[src/rtl/regfile_port_driver_pkg.sv]
`default_nettype none
// ============================================================================
// Module      : regfile_port_driver_pkg
// Description : Shared widths, command codes and FSM encoding for the
//               register-file port driver.
// Revision    : 1.0 - initial release
// ============================================================================
package regfile_port_driver_pkg;

    localparam int DATA_W   = 8;
    localparam int ADDR_W   = 3;
    localparam int NUM_REGS = 2 ** ADDR_W;

    localparam logic [ADDR_W-1:0] LAST_IDX = ADDR_W'(NUM_REGS - 1);

    localparam logic CMD_DUMP  = 1'b0;
    localparam logic CMD_CLEAR = 1'b1;

    typedef enum logic [2:0] {
        ST_IDLE  = 3'd0,
        ST_CLEAR = 3'd1,
        ST_LOAD  = 3'd2,
        ST_SEND  = 3'd3,
        ST_DONE  = 3'd4
    } state_t;

endpackage
`default_nettype wire

[src/rtl/regfile_port_driver_if.sv]
`default_nettype none
// ============================================================================
// Module      : regfile_port_driver_if
// Description : Register-file write/read port plus the valid/ready output
//               stream, as seen from the driver (master) and target (slave).
// Revision    : 1.0 - initial release
// ============================================================================
interface regfile_port_driver_if;
    import regfile_port_driver_pkg::*;

    logic [ADDR_W-1:0] ra;
    logic [DATA_W-1:0] rd;
    logic              we;
    logic [ADDR_W-1:0] wa;
    logic [DATA_W-1:0] wd;
    logic [DATA_W-1:0] out_data;
    logic [ADDR_W-1:0] out_idx;
    logic              out_valid;
    logic              out_ready;

    modport master (
        output ra, we, wa, wd, out_data, out_idx, out_valid,
        input  rd, out_ready
    );

    modport slave (
        input  ra, we, wa, wd, out_data, out_idx, out_valid,
        output rd, out_ready
    );

endinterface
`default_nettype wire

[src/rtl/regfile_port_driver.sv]
`default_nettype none
// ============================================================================
// Module      : regfile_port_driver
// Description : Clears R1..R7 or dumps R0..R7 over a valid/ready stream with
//               a running checksum.
// Revision    : 1.0 - initial release
// ============================================================================
module regfile_port_driver
    import regfile_port_driver_pkg::*;
(
    input  wire logic              clk,
    input  wire logic              rst,
    input  wire logic              start,
    input  wire logic              mode,
    input  wire logic              abort,
    output logic                   busy,
    output logic                   done,
    output logic [DATA_W-1:0]      checksum,
    regfile_port_driver_if.master  rf
);

    state_t             r_state;
    state_t             w_state_nxt;
    logic [ADDR_W-1:0]  r_idx;
    logic [DATA_W-1:0]  r_out_data;
    logic [ADDR_W-1:0]  r_out_idx;
    logic [DATA_W-1:0]  r_checksum;

    logic               w_idx_clr;
    logic               w_idx_one;
    logic               w_idx_inc;
    logic               w_capture;
    logic               w_accum;
    logic               w_cks_clr;

    always_ff @(posedge clk or posedge rst) begin
        if (rst) begin
            r_state <= ST_IDLE;
        end else begin
            r_state <= w_state_nxt;
        end
    end

    // abort overrides every transition, including the final one into DONE
    always_comb begin
        w_state_nxt = r_state;
        w_idx_clr   = 1'b0;
        w_idx_one   = 1'b0;
        w_idx_inc   = 1'b0;
        w_capture   = 1'b0;
        w_accum     = 1'b0;
        w_cks_clr   = 1'b0;
        if (abort) begin
            w_state_nxt = ST_IDLE;
        end else begin
            case (r_state)
                ST_IDLE: begin
                    if (start) begin
                        if (mode == CMD_CLEAR) begin
                            w_state_nxt = ST_CLEAR;
                            w_idx_one   = 1'b1;
                        end else begin
                            w_state_nxt = ST_LOAD;
                            w_idx_clr   = 1'b1;
                            w_cks_clr   = 1'b1;
                        end
                    end
                end
                ST_CLEAR: begin
                    if (r_idx == LAST_IDX) begin
                        w_state_nxt = ST_DONE;
                    end else begin
                        w_idx_inc = 1'b1;
                    end
                end
                ST_LOAD: begin
                    w_capture   = 1'b1;
                    w_state_nxt = ST_SEND;
                end
                ST_SEND: begin
                    if (rf.out_ready) begin
                        w_accum = 1'b1;
                        if (r_idx == LAST_IDX) begin
                            w_state_nxt = ST_DONE;
                        end else begin
                            w_idx_inc   = 1'b1;
                            w_state_nxt = ST_LOAD;
                        end
                    end
                end
                ST_DONE: begin
                    w_state_nxt = ST_IDLE;
                end
                default: begin
                    w_state_nxt = ST_IDLE;
                end
            endcase
        end
    end

    always_ff @(posedge clk or posedge rst) begin
        if (rst) begin
            r_idx      <= '0;
            r_out_data <= '0;
            r_out_idx  <= '0;
            r_checksum <= '0;
        end else begin
            if (w_idx_clr) begin
                r_idx <= '0;
            end else if (w_idx_one) begin
                r_idx <= ADDR_W'(1);
            end else if (w_idx_inc) begin
                r_idx <= r_idx + ADDR_W'(1);
            end
            if (w_capture) begin
                r_out_data <= rf.rd;
                r_out_idx  <= r_idx;
            end
            if (w_cks_clr) begin
                r_checksum <= '0;
            end else if (w_accum) begin
                r_checksum <= r_checksum + r_out_data;
            end
        end
    end

    assign rf.ra        = r_idx;
    assign rf.we        = (r_state == ST_CLEAR);
    assign rf.wa        = (r_state == ST_CLEAR) ? r_idx : '0;
    assign rf.wd        = '0;
    assign rf.out_data  = r_out_data;
    assign rf.out_idx   = r_out_idx;
    assign rf.out_valid = (r_state == ST_SEND);
    assign busy         = (r_state != ST_IDLE);
    assign done         = (r_state == ST_DONE);
    assign checksum     = r_checksum;

endmodule
`default_nettype wire

[src/flat_wrapper.sv]
// flat-port wrapper written by rule: the top's interface ports become plain ports
module regfile_port_driver_flat import regfile_port_driver_pkg::*;
  (clk, rst, start, mode, abort, busy, done, checksum, rf_ra, rf_we, rf_wa, rf_wd, rf_out_data, rf_out_idx, rf_out_valid, rf_rd, rf_out_ready);
  regfile_port_driver_if rf_i ();
  input  wire logic clk;
  input  wire logic rst;
  input  wire logic start;
  input  wire logic mode;
  input  wire logic abort;
  output logic busy;
  output logic done;
  output logic [DATA_W-1:0] checksum;
  output wire logic [$bits(rf_i.ra)-1:0] rf_ra;
  output wire logic [$bits(rf_i.we)-1:0] rf_we;
  output wire logic [$bits(rf_i.wa)-1:0] rf_wa;
  output wire logic [$bits(rf_i.wd)-1:0] rf_wd;
  output wire logic [$bits(rf_i.out_data)-1:0] rf_out_data;
  output wire logic [$bits(rf_i.out_idx)-1:0] rf_out_idx;
  output wire logic [$bits(rf_i.out_valid)-1:0] rf_out_valid;
  input wire logic [$bits(rf_i.rd)-1:0] rf_rd;
  input wire logic [$bits(rf_i.out_ready)-1:0] rf_out_ready;
  assign rf_ra = rf_i.ra;
  assign rf_we = rf_i.we;
  assign rf_wa = rf_i.wa;
  assign rf_wd = rf_i.wd;
  assign rf_out_data = rf_i.out_data;
  assign rf_out_idx = rf_i.out_idx;
  assign rf_out_valid = rf_i.out_valid;
  assign rf_i.rd = rf_rd;
  assign rf_i.out_ready = rf_out_ready;
  regfile_port_driver u_core (.clk(clk), .rst(rst), .start(start), .mode(mode), .abort(abort), .busy(busy), .done(done), .checksum(checksum), .rf(rf_i));
endmodule
[config.mk]
export PLATFORM = sky130hd
export DESIGN_NAME = regfile_port_driver_flat
export DESIGN_NICKNAME = d
export VERILOG_FILES = /design/src/rtl/regfile_port_driver_pkg.sv /design/src/rtl/regfile_port_driver_if.sv /design/src/rtl/regfile_port_driver.sv /design/src/flat_wrapper.sv
export SDC_FILE = /design/constraint.sdc
export NUM_CORES = 1
export LEC_CHECK = 0
export ABC_AREA = 1
export ABC_CLOCK_PERIOD_IN_PS = 5100
export BUFFER_PORTS_ARGS = -buffer_cell sky130_fd_sc_hd__buf_4
export CORE_ASPECT_RATIO = 1.5
export CORE_MARGIN = 5
export CORE_UTILIZATION = 54
export DETAILED_ROUTE_END_ITERATION = 8
export PLACE_DENSITY_LB_ADDON = 0.08
export SLEW_MARGIN = 20
export SYNTH_ARGS = -nofsm -noshare
export SYNTH_HDL_FRONTEND = slang
export SYNTH_SLANG_ARGS = --single-unit
[constraint.sdc]
create_clock -name clk -period 5.1 [get_ports clk]
set_clock_uncertainty 0.15 [all_clocks]
set_input_delay 1.275 -clock clk [delete_from_list [all_inputs] [get_ports clk]]
set_output_delay 1.275 -clock clk [all_outputs]
set_load 0.02 [all_outputs]
==> results of run 1 <==
[layout make-up]
class | count | area [sq um] | share of cell area
tap | 39 | 48.8 | 0.0250
clock buffer | 4 | 45.0 | 0.0231
multi-input combinational | 131 | 827 | 0.424
inverter | 24 | 90.1 | 0.0462
sequential | 25 | 626 | 0.321
timing repair buffer | 42 | 315 | 0.162
[cell families (layout without fill, tap and decap cells)]
group | count (synthesis) | after routing | share of synthesized area
compound gates | 17 | 17 | 0.0552
mux | 8 | 8 | 0.0662
simple gates | 84 | 84 | 0.275
other cells | 1 | 8 | 0.00236
xor+xnor | 4 | 4 | 0.0221
buf+inv | 33 | 70 | 0.102
flops | 25 | 25 | 0.394
fa+ha+maj | 10 | 10 | 0.0835
[cells in the final DEF (no fill, tap or decap), types with 2 or more instances in the layout]
cell | netlist | layout
inv_1 | 17 | 17
nand3_1 | 17 | 17
nor2_1 | 11 | 11
inv_2 | 7 | 7
mux2_4 | 4 | 4
mux2_2 | 4 | 4
xor2_1 | 2 | 2
nand3_2 | 4 | 4
dfrtp_1 | 25 | 25
buf_4 | 8 | 42
nand2_2 | 3 | 3
conb_1 | 1 | 8
o21ai_0 | 5 | 5
o21ai_1 | 7 | 7
xnor2_1 | 2 | 2
nand2_1 | 40 | 40
nand3b_1 | 2 | 2
ha_1 | 9 | 9
clkbuf_8 | 0 | 3
a21oi_1 | 4 | 4
[per-layer routing]
layer  share of wire  track usage  up-vias
met5               0            0        -
met4           0.017       0.0773        0
met3           0.033       0.0215        6
met2            0.57        0.330       32
met1            0.38        0.202      638
li1                -            -      665
[registers in the layout, summed over array words and instances, names as in the netlist]
register and count:
u_core.rf.ra 3, u_core.r_state 3, u_core.rf.out_idx 3, u_core.checksum 8, u_core.rf.out_data 8
[per-stage QoR]
stage                     std cells  worst slack, ns  hold slack, ns  area, sq um  power (mW)
final                           265             2.36           0.363         1950        1.15
after global routing            265             2.23           0.399         1950        1.24
after CTS                       265             2.36           0.360         1950        1.16
after detailed placement        261             2.66           0.339         1910        1.04
after global placement          261             2.69           0.323         1910        1.01
after floorplan                 189             2.62           0.436         1610       0.815
[power by group through the flow]
stage / sequential [mW] / combinational, mW / clock [mW]
CTS: 0.360 / 0.677 / 0.121
finish: 0.360 / 0.670 / 0.119
floorplan: 0.437 / 0.378 / 0
global route: 0.373 / 0.738 / 0.130
global placement: 0.358 / 0.655 / 0
detailed placement: 0.363 / 0.677 / 0
[path summary, 6_finish.rpt]
check                                              to  slack (ns)  cells past startpoint                   from
worst max-delay path                         rf_wa[2]        2.36                      4      u_core.r_state[2]
worst min-delay path             u_core.rf.out_idx[1]        0.36                      2   u_core.rf.out_idx[1]
worst max register to register     u_core.checksum[6]        3.27                      8  u_core.rf.out_data[0]
worst min register to register   u_core.rf.out_idx[1]        0.36                      2   u_core.rf.out_idx[1]
max in group asynchronous          u_core.checksum[4]        3.11                      2                    rst
min in group asynchronous       u_core.rf.out_data[3]        1.09                      2                    rst
[critical path, delay by kind of cell (launching register included)]
| kind | cells | cell delay (ns) |
|---|---|---|
| buf+inv | 2 | 0.28 |
| flops | 1 | 0.49 |
| simple gates | 2 | 0.27 |
[synthesized netlist by cell type]
cell      instances
buf_6             1
buf_4             8
nor2_1           11
nor3_1            1
or2_2             1
fa_1              1
o21ai_1           7
a21oi_1           4
dfrtp_1          25
ha_1              9
nor2_8            1
nand2_2           3
conb_1            1
o211ai_1          1
nand3_4           1
mux2_4            4
o21ai_0           5
nand3b_1          2
mux2_2            4
nand3_1          17
nor2_4            1
nor3_4            1
xnor2_1           2
xor2_1            2
inv_1            17
inv_2             7
nand3_2           4
nor3_2            1
nand2_1          40
==> impl_metrics.ini, run 1 <==
[layout]
nets = 251
drive_gt1_frac = 0.323
fin_util = 0.677
fillCellCount = 269
area_delta_synth_final_pct = 22.9
diodes = 0

[critical_path]
cp.required_ns = 3.67
path_cells = inv_2 -> nand3_2 -> nor2_1 -> buf_4
path_class = reg -> out
cp.arrival_ns = 1.31
cp-start-kind = register
cpPeakStageDelay_ns = 0.49
cp_slowest_cell = dfrtp_1
crit_path_end_kind = primary output
crit_fanout = 5

[place]
hpwl_um = 2830
gp_congestion = 0.781
portBuffers = 42

[logic_synthesis]
synth_top_area_share = 0.394
netlist_instances = 182
synth_top_area_cell = dfrtp_1
yosysSeqAreaShare = 0.394
ys_warn_count = 0
synth_area_per_cell_sq_um = 8.72
synth.distinct_cells = 29
syn_area_sq_um = 1590
yosys-top-cells-area = dfrtp_1 39%, nand2_1 9.5%, ha_1 7.1%, nand3_1 5.4%, inv_1 4.0%
ys_seq_elements = 25

[cts]
cts_setup_buffers = 0
cts_num_sinks = 25
clkTransAtPathRegs_ns = 0.09
htree_levels = 1
tritoncts = built
cts_buffers = 3
cts_hold_buf = 0
ctsResizeCount = 0
cts_buffer_depth = 2
root_buffer = clkbuf_8
clkLatencyLatePin_ns = 0.27

[grt]
grt_pass1_wl_um = 5800
overflow = 0
grt_pass1_vias = 1352
antenna_found_initial = 0
track_usage = 0.183
grt_max_degree = 26

[sta]
fmax_mhz = 365
tightest_slew_ns = 0.989
hold_viol_final = 0
finalCriticalPeriod_ns = 2.74
drv_slew = 0
slew_headroom = 0.340
fin_tns_setup_ns = 0
rsz0062_at_grt = false
fin_crit_sh = 0.537
setup_viol = 0

[power]
p_seq_frac = 0.313
switching_share = 0.459
pwr-share-comb = 0.583
irDropWorstVdd_uv = 360
cellInternalPower_mw = 0.622
power_density_nw_per_um2 = 588
p_leak_nw = 1.08
netSwitchingPower_mw = 0.526
p_clk_frac = 0.103

[floorplanning]
ios = 51
start_util = 0.551
row_count = 24
core-area_sq_um = 2880
die_y_um = 76.4
die-width_um = 54.3
dieArea_sq_um = 4150

[detailed_routing]
drtIter0Drc = 30
drc_errors = 0
vias_per_cell = 5.06
num_vias = 1341
ant_nets = 0
wirelength_um = 3520
wl_per_cell_um = 13.3
drt_pass1_iterations = 4

[run]
maxCapViolCount = 0

[worst_hold_path]
hp-class = reg -> reg

[outcome]
outcome = completed
No activity file was read; power rests on OpenSTA's default activity.
==> run 2, diff against run 1 <==
--- a/config.mk
+++ b/config.mk
@@ -6,11 +6,11 @@
 export NUM_CORES = 1
 export LEC_CHECK = 0
 export ABC_AREA = 1
-export ABC_CLOCK_PERIOD_IN_PS = 5100
+export ABC_CLOCK_PERIOD_IN_PS = 2740
 export BUFFER_PORTS_ARGS = -buffer_cell sky130_fd_sc_hd__buf_4
 export CORE_ASPECT_RATIO = 1.5
 export CORE_MARGIN = 5
-export CORE_UTILIZATION = 54
+export CORE_UTILIZATION = 50
 export DETAILED_ROUTE_END_ITERATION = 8
 export PLACE_DENSITY_LB_ADDON = 0.08
 export SLEW_MARGIN = 20
==> constraint.sdc (replaced) <==
create_clock -name clk -period 2.74 [get_ports clk]
set_clock_uncertainty 0.15 [all_clocks]
set_input_delay 0.685 -clock clk [delete_from_list [all_inputs] [get_ports clk]]
set_output_delay 0.685 -clock clk [all_outputs]
set_load 0.02 [all_outputs]
==> impl_metrics.ini, run 2 (same netlist as run 1, synthesis figures left out) <==
[cts]
cts_num_sinks = 25
cts_hold_buf = 0
cts_buffer_depth = 2
cts_buffers = 3
clkTransAtPathRegs_ns = 0.09
ctsResizeCount = 0
tritoncts = built
root_buffer = clkbuf_8
clkLatencyLatePin_ns = 0.27
htree_levels = 1
cts_setup_buffers = 0

[critical_path]
crit_fanout = 5
path_cells = inv_2 -> nand3_2 -> nor2_1 -> buf_4
cp.required_ns = 1.90
crit_path_end_kind = primary output
r2r_end = u_core.checksum[6]
path_class = reg -> out
cp_slowest_cell = dfrtp_1
cpPeakStageDelay_ns = 0.49
timing.rr.start = u_core.rf.out_data[0]
cp.arrival_ns = 1.29
rrSetupSlack_ns = 0.96
cp-start-kind = register
worstSetupStartpoint = u_core.r_state[2]
reg2reg_depth = 8

[grt]
grtUsageMet1 = 0.186
grt_pass1_wl_um = 5930
grt_max_degree = 26
track_usage = 0.164
grtUsageMet3 = 0.0211
use_met2 = 0.317
antenna_found_initial = 0
overflow = 0
grt_pass1_vias = 1316
top_usage_layer = met2

[power]
power_density_nw_per_um2 = 1090
p_total_mw = 2.13
irDropWorstVdd_uv = 639
p_leak_nw = 1.09

[detailed_routing]
drc_errors = 0
num_vias = 1286
drt_pass1_iterations = 6
wirelength_um = 3430
vias_per_cell = 4.82
wl_per_cell_um = 12.9
drtIter0Drc = 22
ant_nets = 0

[floorplanning]
start_util = 0.513
die-width_um = 56.0
dieArea_sq_um = 4430
ios = 51
core-area_sq_um = 3100
die_y_um = 79.0
row_count = 25

[layout]
fillCellCount = 285
final_cell_mix = 43 x buf_4, 40 x nand2_1, 25 x dfrtp_1
fin_util = 0.634
area_delta_synth_final_pct = 23.6
layout_commonest_cell = buf_4
diodes = 0
nets = 252
drive_gt1_frac = 0.330
instances_no_fill = 267

[place]
gp_congestion = 0.773
portBuffers = 42
dp_slack_ns = 0.894
dp_cells = 263
hpwl_um = 2820

[sta]
finalCriticalPeriod_ns = 2.13
rsz0062_at_grt = false
setup_viol = 0
fmax_mhz = 470
fin_crit_sh = 0.777
fin_tns_setup_ns = 0
hold_viol_final = 0
drv_slew = 0
setup_ws_ns = 0.611

[worst_hold_path]
hp-class = in -> async

[run]
maxCapViolCount = 0

[outcome]
outcome = completed
-- run 2: how the worst max path moves through the flow --
stage / slack (ns) / endpoint / depth (start not counted)
floorplan: 0.85 / done / 2
global placement: 0.92 / rf_wa[2] / 4
detailed placement: 0.89 / rf_wa[1] / 4
CTS: 0.59 / rf_wa[1] / 4
global route: 0.50 / rf_wa[1] / 4
finish: 0.61 / rf_wa[1] / 4
-- run 2: routing by layer --
metal	wire length [um]	up-vias
li1	-	668
met2	1990	25
met5	0	-
met4	15	0
met3	137	2
met1	1290	591
-- run 2: final cells by class --
type	instances	area, sq um	area share
Multi-Input combinational cell	131	827	0.422
Inverter	24	90.1	0.0459
Timing Repair Buffer	43	323	0.165
Tap cell	40	50.0	0.0255
Sequential cell	25	626	0.319
Clock buffer	3	41.3	0.0210
Clock inverter	1	5.00	0.00255
-- run 2: per-stage QoR --
stage               hold WS, ns  instance area [sq um]
floorplan                 0.436                   1610
global placement          0.324                   1920
detailed placement        0.333                   1920
CTS                       0.322                   1960
global route              0.336                   1960
finish                    0.312                   1960
-- run 2: worst max-delay path: cells and delay by family (launching register included) --
family / cells / cell delay, ns
and+or+nand+nor: 2 / 0.27
buffers and inverters: 2 / 0.28
DFF: 1 / 0.49
-- run 2: report_power, final --
| part | internal, mW | total (mW) | switching (mW) |
|---|---|---|---|
| clock | 0.102 | 0.221 | 0.119 |
| combinational | 0.537 | 1.25 | 0.710 |
| sequential | 0.518 | 0.666 | 0.148 |
| total | 1.16 | 2.13 | 0.977 |
==> run 3, diff against run 2 <==
--- a/config.mk
+++ b/config.mk
@@ -6,11 +6,11 @@
 export NUM_CORES = 1
 export LEC_CHECK = 0
 export ABC_AREA = 1
-export ABC_CLOCK_PERIOD_IN_PS = 2740
+export ABC_CLOCK_PERIOD_IN_PS = 1800
 export BUFFER_PORTS_ARGS = -buffer_cell sky130_fd_sc_hd__buf_4
 export CORE_ASPECT_RATIO = 1.5
 export CORE_MARGIN = 5
-export CORE_UTILIZATION = 50
+export CORE_UTILIZATION = 46
 export DETAILED_ROUTE_END_ITERATION = 8
 export PLACE_DENSITY_LB_ADDON = 0.08
 export SLEW_MARGIN = 20
==> constraint.sdc (replaced) <==
create_clock -name clk -period 1.8 [get_ports clk]
set_clock_uncertainty 0.15 [all_clocks]
set_input_delay 0.45 -clock clk [delete_from_list [all_inputs] [get_ports clk]]
set_output_delay 0.45 -clock clk [all_outputs]
set_load 0.02 [all_outputs]
==> impl_metrics.ini, run 3 (same netlist as run 1, synthesis figures left out) <==
[grt]
grt_pass1_vias = 1330
overflow = 0
top_usage_layer = met2
track_usage = 0.156
use_met2 = 0.314
antenna_found_initial = 0
grt_max_degree = 26
grtUsageMet3 = 0.0236
grtUsageMet1 = 0.160
grt_pass1_wl_um = 5780

[cts]
cts_buffers = 3
cts_num_sinks = 25
htree_levels = 1
clkLatencyLatePin_ns = 0.26
cts_buffer_depth = 2
clkTransAtPathRegs_ns = 0.09
tritoncts = built
root_buffer = clkbuf_8

[power]
p_leak_nw = 1.10
irDropWorstVdd_uv = 807
power_density_nw_per_um2 = 1650
p_total_mw = 3.35

[place]
dpl-instance-area_sq_um = 1920
hpwl_um = 2850
portBuffers = 42
dp_slack_ns = 0.0185
dp_cells = 265
gp_congestion = 0.835

[outcome]
outcome = completed

[critical_path]
crit_fanout = 5
crit_path_end_kind = primary output
cp.required_ns = 1.20
rrSetupSlack_ns = 0.10
timing.rr.start = u_core.rf.out_data[0]
cp.arrival_ns = 1.18
reg2reg_depth = 8
path_class = reg -> out
cp-start-kind = register
r2r_end = u_core.checksum[6]

[run]
maxCapViolCount = 0

[detailed_routing]
drtIter0Drc = 20
vias_per_cell = 4.78
wl_per_cell_um = 13.0
drt_pass1_iterations = 4
drc_errors = 0
num_vias = 1299
ant_nets = 0
wirelength_um = 3540

[floorplanning]
ios = 51
core-area_sq_um = 3380
start_util = 0.469
die_y_um = 82.0
dieArea_sq_um = 4750
die-width_um = 58.0
row_count = 26

[sta]
hold_viol_final = 0
setup_viol = 0
fin_crit_sh = 0.988
fmax_mhz = 562
setup_ws_ns = 0.0208
finalCriticalPeriod_ns = 1.78
fin_tns_setup_ns = 0
whs_ns = 0.0788
rsz0062_at_grt = true
drv_slew = 0

[layout]
diodes = 0
layout_commonest_cell = buf_4
nets = 255
area_delta_synth_final_pct = 28.0
final_cell_mix = 43 x buf_4, 40 x nand2_1, 23 x dfrtp_1
drive_gt1_frac = 0.365
fillCellCount = 291
instances_no_fill = 272
stdcell_area_sq_um = 2030
fin_util = 0.601

[worst_hold_path]
hp-class = in -> async
run 3: changes by cell type in the layout (fill, tap and decap cells not counted), sizes merged:
cell / change
clkbuf: +1
buf: +3
clkinv: -1
run 3: power breakdown:
| group | switching (mW) | leakage (nW) | internal [mW] |
|---|---|---|---|
| clock network | 0.177 | 0.0228 | 0.158 |
| registers | 0.234 | 0.323 | 0.792 |
| logic | 1.12 | 0.750 | 0.872 |
| total | 1.53 | 1.10 | 1.82 |
run 3: critical path, cell delays in order (launching register included):
cell	delay [ns]
dfrtp_2	0.45
inv_4	0.09
nand3_4	0.12
nor2_2	0.12
buf_6	0.12
run 3: area by class of cell:
class                   count  area (sq um)  share of cell area
clock buffers               4          45.0              0.0222
inverters                  24          97.6              0.0480
multi-input cells         131           852               0.419
flip-flops and latches     25           628               0.309
well taps                  42          52.6              0.0259
repair buffers             46           357               0.175
run 3: layer usage:
layer / routed length (um) / up-vias
met5: 0 / -
met4: 25 / 0
met3: 130 / 2
met2: 1990 / 23
met1: 1390 / 606
li1: - / 668
run 3: what timing repair did:
item,4_1_cts,5_1_grt
setup buffers,3,0
endpoints found under the setup margin,7,7
hold buffers,0,0
pin swaps,0,1
resized for setup,5,10
hold endpoints to repair,0,0
run 3: worst max-delay path by stage:
stage,startpoint,depth (start not counted),slack (ns),end
CTS,u_core.rf.out_data[0],8,0.004,u_core.checksum[6]
finish,u_core.r_state[2],4,0.02,rf_wa[0]
detailed placement,u_core.rf.out_data[0],8,0.02,u_core.checksum[6]
floorplan,u_core.rf.out_data[0],8,0.03,u_core.checksum[6]
global placement,u_core.rf.out_data[0],8,0.09,u_core.checksum[6]
global route,u_core.r_state[2],4,-0.03,rf_wa[2]
